**src/rtl/iq_mod.sv**
```systemverilog
// Quadrature up-converter: mixes buffered signed I/Q samples onto a 4-phase LO
// (cos = +1,0,-1,0; sin = 0,+1,0,-1), one sample per 4*DIV clock carrier period.
module iq_mod #(
   parameter int unsigned W   = 8,
   parameter int unsigned DIV = 5
) (
   input  logic                clk,
   input  logic                resetn,
   input  logic                enable,
   input  logic                in_valid,
   output logic                in_ready,
   input  logic signed [W-1:0] in_i,
   input  logic signed [W-1:0] in_q,
   output logic                out_valid,
   output logic signed [W:0]   out_data,
   output logic [1:0]          lo_phase,
   output logic                underrun
);

   localparam int unsigned    CntW   = (DIV > 1) ? $clog2(DIV) : 1;
   localparam logic [CntW-1:0] CntMax = CntW'(DIV - 1);

   typedef enum logic [1:0] {StIdle, StRun, StDrain} state_e;

   state_e                state_q, state_d;
   logic [CntW-1:0]       cnt_q, cnt_d;
   logic [1:0]            p_q, p_d;
   logic                  pend_valid_q, pend_valid_d;
   logic signed [W-1:0]   pend_i_q, pend_i_d, pend_q_q, pend_q_d;
   logic                  cur_valid_q, cur_valid_d;
   logic signed [W-1:0]   cur_i_q, cur_i_d, cur_q_q, cur_q_d;
   logic                  underrun_q, underrun_d;
   logic                  boundary, accept, load;
   logic signed [W:0]     ext_i, ext_q, mix;

   assign accept   = in_valid & ~pend_valid_q;
   assign boundary = (state_q == StRun) & (cnt_q == CntMax) & (p_q == 2'd3);
   // pend is loaded either at startup from IDLE or at a period boundary while enabled.
   assign load     = enable & pend_valid_q & ((state_q == StIdle) | boundary);

   // State register
   always_ff @(posedge clk or negedge resetn) begin
      if (!resetn) state_q <= StIdle;
      else         state_q <= state_d;
   end

   // Next-state logic
   always_comb begin
      state_d = state_q;
      unique case (state_q)
         StIdle:  if (enable & pend_valid_q) state_d = StRun;
         StRun:   if (boundary & ~enable)    state_d = StDrain;
         StDrain: state_d = StIdle;
         default: state_d = StIdle;
      endcase
   end

   // Datapath next-state: LO counters, input buffer, current sample
   always_comb begin
      cnt_d        = '0;
      p_d          = '0;
      pend_valid_d = pend_valid_q;
      pend_i_d     = pend_i_q;
      pend_q_d     = pend_q_q;
      cur_valid_d  = cur_valid_q;
      cur_i_d      = cur_i_q;
      cur_q_d      = cur_q_q;
      underrun_d   = boundary & enable & ~pend_valid_q;

      if (state_q == StRun) begin
         if (cnt_q == CntMax) begin
            p_d = p_q + 2'd1;
         end else begin
            cnt_d = cnt_q + CntW'(1);
            p_d   = p_q;
         end
      end

      if (load) begin
         pend_valid_d = 1'b0;
      end else if (accept) begin
         pend_valid_d = 1'b1;
         pend_i_d     = in_i;
         pend_q_d     = in_q;
      end

      if (load) begin
         cur_valid_d = 1'b1;
         cur_i_d     = pend_i_q;
         cur_q_d     = pend_q_q;
      end else if (boundary | (state_q != StRun)) begin
         cur_valid_d = 1'b0;
         cur_i_d     = '0;
         cur_q_d     = '0;
      end
   end

   always_ff @(posedge clk or negedge resetn) begin
      if (!resetn) begin
         cnt_q        <= '0;
         p_q          <= '0;
         pend_valid_q <= 1'b0;
         pend_i_q     <= '0;
         pend_q_q     <= '0;
         cur_valid_q  <= 1'b0;
         cur_i_q      <= '0;
         cur_q_q      <= '0;
         underrun_q   <= 1'b0;
      end else begin
         cnt_q        <= cnt_d;
         p_q          <= p_d;
         pend_valid_q <= pend_valid_d;
         pend_i_q     <= pend_i_d;
         pend_q_q     <= pend_q_d;
         cur_valid_q  <= cur_valid_d;
         cur_i_q      <= cur_i_d;
         cur_q_q      <= cur_q_d;
         underrun_q   <= underrun_d;
      end
   end

   // Outputs: mixer decode on registered state only; W+1 bits hold -(-2^(W-1)).
   always_comb begin
      ext_i = {cur_i_q[W-1], cur_i_q};
      ext_q = {cur_q_q[W-1], cur_q_q};
      unique case (p_q)
         2'd0:    mix = ext_i;
         2'd1:    mix = -ext_q;
         2'd2:    mix = -ext_i;
         default: mix = ext_q;
      endcase
      out_valid = (state_q == StRun) & cur_valid_q;
      out_data  = out_valid ? mix : '0;
      lo_phase  = p_q;
      in_ready  = ~pend_valid_q;
      underrun  = underrun_q;
   end

endmodule

```
**config.mk**
```make
export PLATFORM = sky130hd
export DESIGN_NAME = iq_mod
export DESIGN_NICKNAME = d
export VERILOG_FILES = /design/src/rtl/iq_mod.sv
export SDC_FILE = /design/constraint.sdc
export NUM_CORES = 1
export LEC_CHECK = 0
export CORE_MARGIN = 2
export CORE_UTILIZATION = 48
export DETAILED_ROUTE_END_ITERATION = 7
export GPL_TIMING_DRIVEN = 1
export HOLD_SLACK_MARGIN = 0.02
export PLACE_DENSITY = 0.76
export SYNTH_ARGS = -nofsm -noshare
export SYNTH_HDL_FRONTEND = slang
export SYNTH_SLANG_ARGS = --single-unit
```
**constraint.sdc**
```tcl
create_clock -name clk -period 2.3 [get_ports clk]
set_input_delay 0.69 -clock clk [delete_from_list [all_inputs] [get_ports clk]]
set_output_delay 0.69 -clock clk [all_outputs]
set_load 0.01 [all_outputs]
```
Yosys cells after proc, flatten, opt, wreduce, memory -nomap -nowiden
Index checks and enable logic that the tools add are counted.
{"block": "word_totals", "reg_bits": 42, "latch_bits": 0, "mem_bits_rw": 0, "romBits": 0, "output_inout_bits": 14, "word_cells": 59, "memories": 0}
{"block": "classes", "n_addsub": 4, "mul": 0, "div": 0, "n_lt_le_gt_ge": 0, "n_eq_ne": 9, "n_shift": 0, "muxes": 16, "bitwise": 14, "n_reduce_logical": 6}
{"cell": "$pmux W9 S3", "n": 1}
{"cell": "$mux W8", "n": 3}
{"cell": "$neg A8 Y9", "n": 2}
{"cell": "$and A1 B1 Y1", "n": 9}
{"cell": "$mux W9", "n": 1}
{"cell": "$mux W2", "n": 4}
{"cell": "$mux W3", "n": 2}
{"cell": "$ne A2 B1 Y1 const B", "n": 3}
{"cell": "$eq A2 B1 Y1 const B", "n": 2}
{"cell": "$eq A2 B2 Y1 const B", "n": 2}
{"cell": "$logic_not A2 Y1", "n": 2}
{"cell": "$mux W1", "n": 4}
{"cell": "$pmux W2 S2", "n": 1}
{"cell": "$reduce_and A2 Y1", "n": 2}
{"cell": "$reduce_bool A2 Y1", "n": 2}
{"cell": "$add A3 B1 Y3 const B", "n": 1}
{"cell": "$eq A3 B3 Y1 const B", "n": 1}
{"cell": "$not A1 Y1", "n": 3}
{"cell": "$add A2 B1 Y2 const B", "n": 1}
{"cell": "$ne A2 B2 Y1 const B", "n": 1}
{"cell": "$or A1 B1 Y1", "n": 2}

Depth between registers and ports, before layout
Gate-level depths: netlist of run 1.
{"block": "logic_depth", "word_depth": 7, "depth_mapped": 8}

Worst setup path before layout of run 1
OpenSTA, ideal clock, no wires.
{"block": "synth_path", "kind": "flip-flop to output port", "startpoint": "register cur_q_q[0]", "endpoint": "output port out_data[6]", "arrival_time_ps": 1760, "t_required_ps": 1610, "setup_slack_ps": -150, "stages_incl_launch_ff": 7, "path_cell_list": "dfrtp_1 > inv_1 > ha_1 > or3b_2 > o311a_4 > a311oi_1 > a21oi_1"}
{"block": "synth_between", "elab_chain_len": 3}
{"element": "start: declaration", "line": "31", "rtl": "logic signed [W-1:0] cur_i_q, cur_i_d, cur_q_q, cur_q_d;"}
{"element": "start signal: assignment", "line": "117", "rtl": "cur_q_q <= cur_q_d;"}
{"element": "$neg A8 Y9", "line": "128", "rtl": "2'd1: mix = -ext_q;"}
{"element": "$pmux W9 S3", "line": "126", "rtl": "unique case (p_q)"}
{"element": "$mux W9", "line": "133", "rtl": "out_data = out_valid ? mix : '0;"}
{"element": "end: declaration", "line": "15", "rtl": "output logic signed [W:0] out_data,"}
No other way between the ends.

Worst setup path after layout of run 1
{"block": "layout_path", "startpoint": "register cur_i_q[3]", "endpoint": "output port out_data[6]"}
{"block": "layout_between", "elab_chain_len": 3}
{"element": "start: declaration", "line": "31"}
{"element": "start signal: assignment", "line": "116", "rtl": "cur_i_q <= cur_i_d;"}
{"element": "$neg A8 Y9", "line": "129", "rtl": "2'd2: mix = -ext_i;"}
{"element": "$pmux W9 S3", "line": "126"}
{"element": "$mux W9", "line": "133"}
No other way between the ends.

==> results of run 1 <==
layout by cell type (no fill, tap or decap), types with 2 or more instances in the layout:
master / n
buf_6: 6
a21o_1: 2
inv_2: 5
mux2_2: 16
clkbuf_8: 6
a222oi_1: 2
mux2i_1: 2
buf_4: 48
a21oi_1: 8
nor3b_1: 3
a221oi_2: 2
dfrtp_1: 41
ha_4: 2
nor2_1: 13
o22ai_1: 2
clkdlybuf4s50_1: 22
a31oi_1: 3
and2_1: 3
a22o_1: 15
ha_2: 3
o21ai_0: 8
inv_1: 12
buf_2: 9
or3_4: 3
nor3_1: 3
nand3_1: 2
ha_1: 4
xnor2_1: 2
nor4_1: 2
nand2_1: 7
layer usage:
metal	vias to the layer above	wire, µm	global-route usage (%)	share of wire, %
met5	-	0	0	0
met4	0	187	11.5	3.4
li1	897	-	-	-
met3	13	188	3.13	3.5
met2	47	2570	36.7	47
met1	937	2490	31.9	46
critical path, stage by stage, from the launching register on:
cell      delay [ns]
dfrtp_1         0.39
or4_4           0.55
or3_4           0.35
a311oi_2        0.23
a21oi_1         0.09
buf_2           0.14
Yosys cell counts, types with 2 or more instances:
library cell / number
dfrtp_1: 42
inv_1: 17
mux2_2: 16
a22o_1: 15
nor2_1: 13
a21oi_1: 9
ha_1: 9
o21ai_0: 9
nand2_1: 8
clkbuf_1: 5
nor3_1: 4
or3_1: 4
a221oi_1: 3
a31oi_1: 3
and2_1: 3
nor3b_1: 3
xnor2_1: 3
a21o_1: 2
a222oi_1: 2
buf_2: 2
mux2i_1: 2
nand3_1: 2
nor2b_1: 2
nor4_1: 2
o22ai_1: 2
o41ai_1: 2
state kept, by name, indices dropped and copies added (netlist names):
| signal | cells |
|---|---|
| cur_i_q | 8 |
| cur_valid_q | 1 |
| cnt_q | 3 |
| underrun | 1 |
| pend_i_q | 8 |
| pend_valid_q | 1 |
| pend_q_q | 8 |
| state_q | 2 |
| cur_q_q | 8 |
| lo_phase | 2 |
power groups by stage:
| stage | Combinational (mW) | Sequential (mW) | Clock, mW |
|---|---|---|---|
| finish | 2.85 | 1.33 | 0.494 |
| global route | 3.10 | 1.37 | 0.540 |
| CTS | 2.74 | 1.32 | 0.502 |
| detailed placement | 2.39 | 1.32 | 0 |
| global placement | 2.35 | 1.30 | 0 |
| floorplan | 1.31 | 1.30 | 0 |
logic make-up (layout without fill, tap and decap cells):
logic type | count (synthesis) | in the layout
muxes | 18 | 18
and+or+nand+nor | 47 | 47
DFF | 42 | 42
buffers and inverters | 26 | 113
xor gates and xnor gates | 4 | 4
adders and majority gates | 9 | 9
AOI/OAI and AO/OA | 53 | 53
timing repair:
item                       CTS  global route
hold buffers                 0             0
setup endpoints to repair   24             9
resized for setup           60             8
setup buffers               10             2
pin swaps                   13            14
cloned                       0             0
metrics by stage:
stage / hold slack, ns / instance area, µm² / instances / power, mW
2_1_floorplan: 0.394 / 2160 / 199 / 2.61
3_3_place_gp: 0.461 / 2840 / 318 / 3.64
3_5_place_dp: 0.476 / 2840 / 318 / 3.71
4_1_cts: 0.290 / 3080 / 336 / 4.56
5_1_grt: 0.309 / 3120 / 338 / 5.01
6_report: 0.290 / 3120 / 338 / 4.68
final timing paths:
kind / from / to / slack [ns] / depth (start not counted)
setup / recovery: cur_i_q[3] / out_data[6] / -0.42 / 5
hold / removal: resetn / pend_i_q[2] / 0.29 / 1
setup reg to reg: cnt_q[0] / cur_i_q[5] / 0.44 / 5
hold reg to reg: cnt_q[0] / cnt_q[0] / 0.48 / 1
max in group asynchronous: resetn / pend_i_q[0] / 1.48 / 2
min in group clk: cnt_q[0] / cnt_q[0] / 0.48 / 1
final cells by class:
type / instances / area, µm² / area share, %
multi-input cells: 131 / 1110 / 35.6
flip-flops and latches: 42 / 1050 / 33.8
repair buffers: 88 / 732 / 23.5
clock buffers: 6 / 82.6 / 2.65
well taps: 52 / 65.1 / 2.09
inverters: 17 / 63.8 / 2.05
clock inverters: 2 / 12.5 / 0.401
==> metrics.md, run 1 <==
| Metric | Value |
|---|---|
| Pre-CTS setup slack | `-0.550 ns` |
| Wire per inst | `16.1 µm` |
| Bufs on Longest Clock Path | `2` |
| Failing checks | `negative setup slack` |
| Reg power frac | `28.4%` |
| Number of synthesis warnings | `0` |
| Die X | `70.9 µm` |
| Rel. slew slack | `45.4%` |
| Crit end category | `output port` |
| Setup CP Type | `flop to output port` |
| First-pass GRT wire length | `9.13 mm` |
| Initial core utilization | `49.7%` |
| Diodes inserted | `0` |
| Setup violations, final | `8` |
| Sequential area share after synthesis | `48.9%` |
| P&R area growth vs syn | `44.9%` |
| Final WL | `5.44 mm` |
| WP data arrival | `2.03 ns` |
| Site Rows | `24` |
| Ys flop type | `dfrtp_1` |
| Top cells by area, synth | `dfrtp_1 49%, mux2_2 8.4%, a22o_1 6.1%` |
| # H-tree levels | `2` |
| Core ar. | `4320 µm²` |
| Pleak | `1.46 nW` |
| Hold Vio Cnt, Final | `0` |
| Minimum clock period | `2.72 ns` |
| Max Slew Vio Count | `0` |
| Share of cells above drive strength 1 | `41.3%` |
| Largest net degree at the start of global routing | `19` |
| # IOs | `34` |
| Worst slew pin tran | `0.819 ns` |
| Sw power | `1.74 mW` |
| Switching Fraction | `37.2%` |
| Avg Inst Size Synth | `10.8 µm²` |
| Die area | `5030 µm²` |
| First-pass detailed-route iteration total | `4` |
| Complex-gate fraction of the synthesized area | `18.5%` |
| Distinct cells, synth | `41` |
| Cell taking the most area after synthesis | `dfrtp_1` |
| Vias per cell | `5.60` |
| Yosys top cell area share | `48.9%` |
| Num Clock Sinks | `42` |
| Final Cycle Share | `118%` |
| Gpl congestion | `0.955` |
| Pwr dens | `1500 nW/µm²` |
| Initial antenna violation count | `0` |
| Port Buf Inserts | `33` |
| Remaining DRCs | `0` |
| # fillers | `292` |
| Via count | `1894` |
| Clock latency on the worst-skew pair | `0.29 ns` |
| Die Ht | `70.9 µm` |
| CP Launch Type | `flop` |
| DP Wirelength | `3.80 mm` |
| Largest family of logic cells by synthesized area | `compound AO/OA/AOI/OAI gates` |
| Crit path max fanout | `2` |
| Synth Register Bits | `42` |
| IR drop worst, VDD | `682 µV` |
| Unrepaired setup endpoints after global routing | `yes` |
| NumNets Final | `314` |
| All-layer global routing usage | `23.3%` |
| Worst min path class | `input pin to asynchronous set/reset pin` |
| Post-synthesis simple-gate area fraction | `11.5%` |
| GRT Residual Overflow | `0` |
| Initial detailed-routing violation count | `179` |
| Mux cell area share after synthesis | `9.31%` |
| Final ANT Viol Nets | `0` |
| Cts bufs inserted | `5` |
| Max Freq | `0.367 GHz` |
| Vias in the first global route | `1942` |
| CTS tree | `built` |
| Pint | `2.94 mW` |
| Setup TNS | `-2.39 ns` |
| Status | `finished, violations left` |
| Post-Synth Adder-Cell Area | `5.24%` |
| Clock skew | `0.00733 ns` |
| Post-synth EDFFs | `0` |
| CTS clk-pin slew, worst paths | `0.08 ns` |
| Syn Nets | `228` |
| Final setup margin | `-0.424 ns` |
| Maxcap violations | `0` |
| Root buf cell | `clkbuf_8` |
| Synth Instances | `199` |
| Ys async rst share | `100%` |
| Comb pwr share | `61.0%` |
| Synth Cell Area | `2150 µm²` |
| WP data required | `1.61 ns` |
| Post-Synth XOR/XNOR Area | `1.63%` |
| Power share of the clock group | `10.6%` |
| Core Util, Final | `72.1%` |
(Power assumes the default switching activity.)
==> inputs of run 2 (changes only) <==
Settings changed: CORE_UTILIZATION 48 to 55, CTS_BUF_LIST set to sky130_fd_sc_hd__clkbuf_8, CTS_CLUSTER_SIZE set to 40, PLACE_DENSITY 0.76 to 0.83.
Clock period 2.3 ns to 3.35 ns, I/O delays scaled along.
==> metrics.md, run 2 (synthesis gave the netlist of run 1 again) <==
| Metric | Value |
|---|---|
| Status | `finished, final reports clean` |
| Unrepaired setup endpoints after global routing | `yes` |
| Die area | `4430 µm²` |
| All-layer global routing usage | `23.7%` |
| Worst slew pin tran | `0.910 ns` |
| DP Wirelength | `3.19 mm` |
| Wire per inst | `15.1 µm` |
| Rel. slew slack | `39.3%` |
| Final WL | `4.41 mm` |
| Worst Hold Path EP | `cnt_q[0]` |
| Bufs on Longest Clock Path | `2` |
| Largest net degree at the start of global routing | `43` |
| Sw power | `1.01 mW` |
| Final setup margin | `0.0457 ns` |
| R2r startpoint | `cnt_q[0]` |
| P&R area growth vs syn | `28.5%` |
| Worst min path class | `flop to flop` |
| CTS tree | `built` |
| Max Slew Vio Count | `0` |
| Cts bufs inserted | `5` |
| Worst reg2reg endpoint | `cur_i_q[3]` |
| Vias in the first global route | `1618` |
| Hold path depth | `1` |
| IR drop worst, VDD | `535 µV` |
| Core ar. | `3720 µm²` |
| CTS clk-pin slew, worst paths | `0.07 ns` |
| Placed Cells | `283` |
| R2r setup slk | `1.58 ns` |
| First-pass detailed-route iteration total | `4` |
| Worst Hold Launch | `cnt_q[0]` |
| # H-tree levels | `2` |
| # fillers | `274` |
| Die Ht | `66.5 µm` |
| GRT Residual Overflow | `0` |
| Maxcap violations | `0` |
| Hold Vio Cnt, Final | `0` |
| Most frequent cells in the layout | `42 x dfrtp_1, 27 x clkdlybuf4s50_1, 17 x inv_1, 16 x mux2_2, 15 x a22o_1` |
| Setup CP Type | `flop to output port` |
| Leading cell type in the layout, fill and taps excluded | `dfrtp_1` |
| Switching Fraction | `37.3%` |
| First-pass GRT wire length | `7.80 mm` |
| NumNets Final | `273` |
| Vias per cell | `5.75` |
| Final ANT Viol Nets | `0` |
| Port Buf Inserts | `33` |
| Clock skew | `0.00507 ns` |
| Initial detailed-routing violation count | `156` |
| Crit path max fanout | `5` |
| Via count | `1685` |
| WP data arrival | `2.30 ns` |
| Final Cycle Share | `98.6%` |
| Site Rows | `22` |
| Gpl congestion | `0.854` |
| Diodes inserted | `0` |
| Pre-CTS setup slack | `0.0424 ns` |
| WP data required | `2.34 ns` |
| Reg2reg path depth | `6` |
| Initial antenna violation count | `0` |
| Minimum clock period | `3.30 ns` |
| Finished Layout Cells | `293` |
| Remaining DRCs | `0` |
| Pint | `1.70 mW` |
| Power share of the clock group | `13.7%` |
| Clock latency on the worst-skew pair | `0.29 ns` |
| Setup violations, final | `0` |
| Initial core utilization | `57.9%` |
| Crit end category | `output port` |
| Share of cells above drive strength 1 | `21.6%` |
| Pleak | `1.26 nW` |
| Reg power frac | `34.5%` |
| CP Launch Type | `flop` |
| Max Freq | `0.303 GHz` |
| Comb pwr share | `51.8%` |
| Root buf cell | `clkbuf_8` |
| Num Clock Sinks | `42` |
| # IOs | `34` |
| Pwr dens | `979 nW/µm²` |
| Die X | `66.5 µm` |
==> run 2: cell types whose count changed in the layout (fill, tap and decap cells not counted), sizes merged <==
cell	before	now
dlygate4sd2	1	3
clkdlybuf4s50	22	27
clkbuf	6	8
clkinv	1	0
buf	64	15
clkinvlp	1	0
dlymetal6s2s	0	1
==> run 2: worst max path at each step <==
stage | startpoint | end | slack [ns] | depth (start not counted)
finish | cur_i_q[1] | out_data[5] | 0.05 | 5
detailed placement | cur_q_q[0] | out_data[6] | 0.04 | 7
floorplan | cur_q_q[0] | out_data[6] | 0.58 | 6
CTS | cur_i_q[1] | out_data[5] | 0.009 | 5
global placement | cur_q_q[0] | out_data[6] | 0.08 | 7
global route | lo_phase[0] | out_data[5] | -0.07 | 7
==> run 2: layout make-up <==
cell class	instances	area (µm²)	share of cell area [%]
inverters	17	63.8	2.31
clock buffers	8	110	3.98
well taps	48	60.1	2.17
repair buffers	47	429	15.5
flip-flops and latches	42	1050	38.0
multi-input cells	131	1050	38.0
==> run 2: per-layer routing <==
layer / vias up / track usage [%] / wire length (µm) / share of wire (%)
met5: - / 0 / 0 / 0
met4: 0 / 9.18 / 84 / 1.9
met3: 9 / 3.55 / 168 / 3.8
met2: 37 / 36.8 / 2130 / 48
met1: 823 / 33.6 / 2030 / 46
li1: 816 / - / - / -
==> run 2: power by group through the flow <==
stage	clock (mW)	combinational [mW]	sequential, mW
CTS	0.379	1.35	0.929
floorplan	0	0.880	0.889
global route	0.405	1.55	0.968
detailed placement	0	1.29	0.940
finish	0.371	1.40	0.933
global placement	0	1.25	0.929
==> run 2: metrics by stage <==
step | power (mW) | instance area (µm²) | util [%] | TNS, ns | hold slack, ns
2_1_floorplan | 1.77 | 2150 | - | 0 | 0.427
3_3_place_gp | 2.18 | 2580 | 69.5 | 0 | 0.452
3_5_place_dp | 2.23 | 2580 | 69.5 | 0 | 0.458
4_1_cts | 2.66 | 2730 | 73.6 | 0 | 0.478
5_1_grt | 2.93 | 2760 | 74.4 | -0.0731 | 0.504
6_report | 2.71 | 2760 | 74.4 | 0 | 0.476
==> run 2: repair_timing <==
item,CTS,global route
pin swaps,1,3
endpoints found under the setup margin,5,4
resized for setup,10,7
hold buffers,0,0
buffers inserted,2,0
==> run 2: critical path: stages (launching register included) <==
cell	delay, ns
dfrtp_1	0.43
or3_4	0.44
o311a_2	0.36
nor3_2	0.19
o22ai_1	0.11
clkdlybuf4s50_1	0.48
==> patch 1 (flow settings as in run 1) <==
Reset style: synchronous (`resetn`), changed in 2 clocked blocks.
--- a/src/rtl/iq_mod.sv
+++ b/src/rtl/iq_mod.sv
@@ -39,7 +39,7 @@
    assign load     = enable & pend_valid_q & ((state_q == StIdle) | boundary);
 
    // State register
-   always_ff @(posedge clk or negedge resetn) begin
+   always_ff @(posedge clk) begin
       if (!resetn) state_q <= StIdle;
       else         state_q <= state_d;
    end
@@ -95,7 +95,7 @@
       end
    end
 
-   always_ff @(posedge clk or negedge resetn) begin
+   always_ff @(posedge clk) begin
       if (!resetn) begin
          cnt_q        <= '0;
          p_q          <= '0;
Formal check against the unedited RTL: differs if resetn is asserted again (counterexample within 4 cycles, from zero or initial values and one cycle with resetn low); with resetn held inactive, the same outputs for 10 cycles.
==> patch 1 against run 1 <==
The run still ends with negative setup slack left. Area after synthesis is essentially flat. Critical path type unchanged. Setup slack improved by 0.077 ns. Cell area grew 3.3%. Global-route usage grew 1.3 points. Sequential cell count is the same. Clock skew decreased by 0.0047 ns. Routed wire length grew 7.5%.
Power is left out: it rests on default switching activity, and per cell area and clock period it moved more than threefold.
==> patch 1: results (changes against run 1) <==
- Hold WS: 0.457 ns (was 0.290 ns)
- First-pass GRT wire length: 10000 um (was 9130 um)
- Fraction of registers with async set/reset: 0 (was 1.00)
- Worst-Margin Slew: 0.631 ns (was 0.819 ns)
- Status: finished with violations (unchanged)
- Sequential area share after synthesis: 0.391 (was 0.489)
- R2R cell count: 6 (was 5)
- Slowest cell on the critical path: or3b_4 (was or4_4)
- Placed insts: 388 (was 318)
- Via Count: 2246 (was 1894)
- Tot GR Track Use: 0.246 (was 0.233)
- Top cells by area, synth: dfxtp_1, nand2_1, a22oi_1, nor2b_1, a21boi_0 (was dfrtp_1, mux2_2, a22o_1, ha_1, inv_1)
- Syn_area_per_cell: 8.18 sq um (was 10.8 sq um)
- Layout fillers: 319 (was 292)
- Syn Nets: 292 (was 228)
- Failing checks: negative setup slack (unchanged)
- Clock skew: 0.00267 ns (was 0.00733 ns)
- Final count of negative-setup-slack endpoints: 8 (unchanged)
- Ys flop type: dfxtp_1 (was dfrtp_1)
- Worst hold path class: register to register (was primary input to async pin)
- Setup TNS: -1.68 ns (was -2.39 ns)
- Internal reg-to-reg setup slack: 0.56 ns (was 0.44 ns)
- Largest net degree at the start of global routing: 24 (was 19)
- CTS H-tree lvls: 2 (unchanged)
- Router iterations before antenna repair: 7 (was 4)
- Setup WS post-layout: -0.347 ns (was -0.424 ns)
- Critical Path AT: 1.96 ns (was 2.03 ns)
- Post-Route WL: 5840 um (was 5440 um)
- Post-DP HPWL: 3750 um (was 3800 um)
- Pre-CTS setup slack: -0.432 ns (was -0.550 ns)
- Post-synthesis cell type count: 44 (was 41)
- Synth top cells by count: nand2_1, dfxtp_1, nor2b_1 (was dfrtp_1, inv_1, mux2_2)
- Vias in the first global route: 2126 (was 1942)
- NumNets Final: 375 (was 314)
- Via density: 5.63 (was 5.60)
- CP Max Fanout: 3 (was 2)
- Critical R2R Capture: cur_i_q[7]$_SDFFE_PN0P_ (was cur_i_q[5]$_DFFE_PN0P_)
- RR Startpoint: lo_phase[0]$_SDFFE_PN0N_ (was cnt_q[0]$_DFF_PN0_)
- Area after DPL: 0.00290 sq mm (was 0.00284 sq mm)
- RePlAce Congestion: 0.834 (was 0.955)
## patch 1: changes by cell type in the layout (fill, tap and decap cells not counted), moves of 16 or more
cell / before / now
a22oi_1: 0 / 16
dfrtp_1: 41 / 0
dfxtp_1: 0 / 34
mux2_2: 16 / 0
nand2_1: 7 / 51
nor2b_1: 1 / 19
## patch 1: area by class of cell
class,instances,area [sq um],share of cell area
multi-input combinational,195,1400,0.433
sequential,42,858,0.267
timing repair buffer,89,738,0.229
clock buffer,8,110,0.0342
tap,52,65.1,0.0202
inverter,13,52.6,0.0163
## patch 1: layer usage
| metal | up-vias | wire length, um | global-route usage |
|---|---|---|---|
| li1 | 1074 | - | - |
| met1 | 1051 | 2540 | 0.335 |
| met2 | 100 | 2810 | 0.412 |
| met3 | 21 | 335 | 0.0299 |
| met4 | 0 | 156 | 0.0713 |
| met5 | - | 0 | 0 |
## patch 1: repair_timing
item	CTS	global route
gates resized for setup	75	16
setup buffers	4	1
setup endpoints to repair	10	8
pin swaps	16	11
## patch 1: cell families after synthesis
logic type,after synthesis,share of synthesized area
xor gates and xnor gates,1,0.00407
muxes,2,0.0116
and+or+nand+nor,113,0.260
adders and majority gates,9,0.0523
buffers and inverters,26,0.0494
DFF,42,0.391
AOI/OAI and AO/OA,70,0.232
## patch 1: worst max path at each step
stage	from	end	slack, ns	cells past startpoint
final	cur_q_q[1]$_SDFFE_PN0P_	out_data[6]	-0.35	8
after CTS	cur_q_q[1]$_SDFFE_PN0P_	out_data[8]	-0.30	7
after global placement	cur_q_q[0]$_SDFFE_PN0P_	out_data[6]	-0.40	8
after floorplan	cur_q_q[0]$_SDFFE_PN0P_	out_data[6]	0.08	7
after detailed placement	cur_q_q[0]$_SDFFE_PN0P_	out_data[6]	-0.43	8
after global routing	cur_q_q[1]$_SDFFE_PN0P_	out_data[6]	-0.41	8
==> patch 2 (settings of run 1) <==
Without the edit above. Set the parameter `DIV` to 4 (it was 5).
--- a/src/rtl/iq_mod.sv
+++ b/src/rtl/iq_mod.sv
@@ -2,7 +2,7 @@
 // (cos = +1,0,-1,0; sin = 0,+1,0,-1), one sample per 4*DIV clock carrier period.
 module iq_mod #(
    parameter int unsigned W   = 8,
-   parameter int unsigned DIV = 5
+   parameter int unsigned DIV = 4
 ) (
    input  logic                clk,
    input  logic                resetn,
Formal check against the unedited RTL: not equivalent (Yosys sat finds a counterexample within 10 cycles, from zero or initial values and one cycle with resetn low).
==> patch 2 against run 1 <==
The flow still finishes with violations (negative setup slack). Via count grew 1.5%. Largest cell class unchanged. First-iteration DRC count down 21%. Cell area grew 4.1%. Clock power is 4% higher. Critical path depth increased by 2. Largest power group unchanged. Total power is 14% higher. Sequential share of layout area is 2.0 points lower. Setup slack better by 0.17 ns. Area after synthesis decreased by 1.2%. Sequential cell count decreased by 1. Routed wire length up 8.9%.
==> patch 2: results (changes against run 1) <==
- Area after DPL: 0.00283 sq mm (was 0.00284 sq mm)
- GR Layer Usage met2: 0.394 (was 0.367)
- Post-Route WL: 5920 um (was 5440 um)
- RR Startpoint: lo_phase[0]$_DFFE_PN0P_ (was cnt_q[0]$_DFF_PN0_)
- RePlAce Congestion: 0.861 (was 0.955)
- Post-Synthesis Cells: 195 (was 199)
- CP Max Fanout: 8 (was 2)
- Vias in the first global route: 1963 (was 1942)
- Hold WS: 0.349 ns (was 0.290 ns)
- Post-DP HPWL: 3770 um (was 3800 um)
- Failing checks: negative setup slack (unchanged)
- Synth top cells by count: dfrtp_1, mux2_2, a22o_1, inv_1, nor2_1 (was dfrtp_1, inv_1, mux2_2)
- Internal reg-to-reg setup slack: 0.50 ns (was 0.44 ns)
- Setup TNS: -1.48 ns (was -2.39 ns)
- Worst-Margin Slew: 0.495 ns (was 0.819 ns)
- Share of layout cells above drive strength 1: 0.510 (was 0.413)
- Iter 0 DRT Violations: 142 (was 179)
- Setup WS post-layout: -0.249 ns (was -0.424 ns)
- Global Route met1 Usage: 0.317 (was 0.319)
- Clock skew: 0.00770 ns (was 0.00733 ns)
- Final count of negative-setup-slack endpoints: 8 (unchanged)
- Largest net degree at the start of global routing: 24 (was 19)
- Sequential area share after synthesis: 0.483 (was 0.489)
- Delay of the slowest cell on the worst path: 0.41 ns (was 0.55 ns)
- Critical R2R Capture: cur_i_q[3]$_DFFE_PN0P_ (was cur_i_q[5]$_DFFE_PN0P_)
- Layout fillers: 287 (was 292)
- Placed insts: 319 (was 318)
- Met1 wire length: 2510 um (was 2490 um)
- Leakage power: 1.46 nW (about the same)
- Critical Path AT: 1.86 ns (was 2.03 ns)
- Status: finished with violations (unchanged)
- Routed length on met3: 262 um (was 188 um)
-- patch 2: logic make-up (layout without fill, tap and decap cells) --
group | count (synthesis) | count (layout) | synth area share
fa+ha+maj | 8 | 8 | 0.0471
xor+xnor | 2 | 2 | 0.00824
compound gates | 56 | 56 | 0.192
flops | 41 | 41 | 0.483
buf+inv | 23 | 114 | 0.0477
simple gates | 47 | 47 | 0.128
mux | 18 | 18 | 0.0942
-- patch 2: worst max-delay path by stage --
stage / from / to / slack [ns] / cells past startpoint
CTS: lo_phase[1]$_DFFE_PN0P_ / out_data[5] / -0.20 / 6
global placement: lo_phase[0]$_DFFE_PN0P_ / out_data[4] / -0.38 / 7
floorplan: lo_phase[0]$_DFFE_PN0P_ / out_data[4] / 0.02 / 7
detailed placement: lo_phase[0]$_DFFE_PN0P_ / out_data[4] / -0.40 / 7
global route: lo_phase[0]$_DFFE_PN0P_ / out_data[1] / -0.31 / 8
finish: lo_phase[0]$_DFFE_PN0P_ / out_data[4] / -0.25 / 7
-- patch 2: repair_timing --
item | CTS | global route
gates resized for setup | 88 | 28
endpoints found under the setup margin | 10 | 8
gates cloned | 1 | 0
setup buffers | 11 | 1
pin swaps | 18 | 22
-- patch 2: power by group --
| part | switching, mW | internal, mW |
|---|---|---|
| sequential | 0.315 | 1.07 |
| combinational | 1.59 | 1.83 |
| clock | 0.240 | 0.271 |
-- patch 2: final cells by class --
type | instances | area (sq um) | area share
Multi-Input combinational cell | 131 | 1240 | 0.382
Sequential cell | 41 | 1030 | 0.318
Timing Repair Buffer | 91 | 746 | 0.230
Clock buffer | 7 | 96.3 | 0.0297
Tap cell | 52 | 65.1 | 0.0200
Inverter | 15 | 63.8 | 0.0197
Clock inverter | 1 | 5.00 | 0.00154
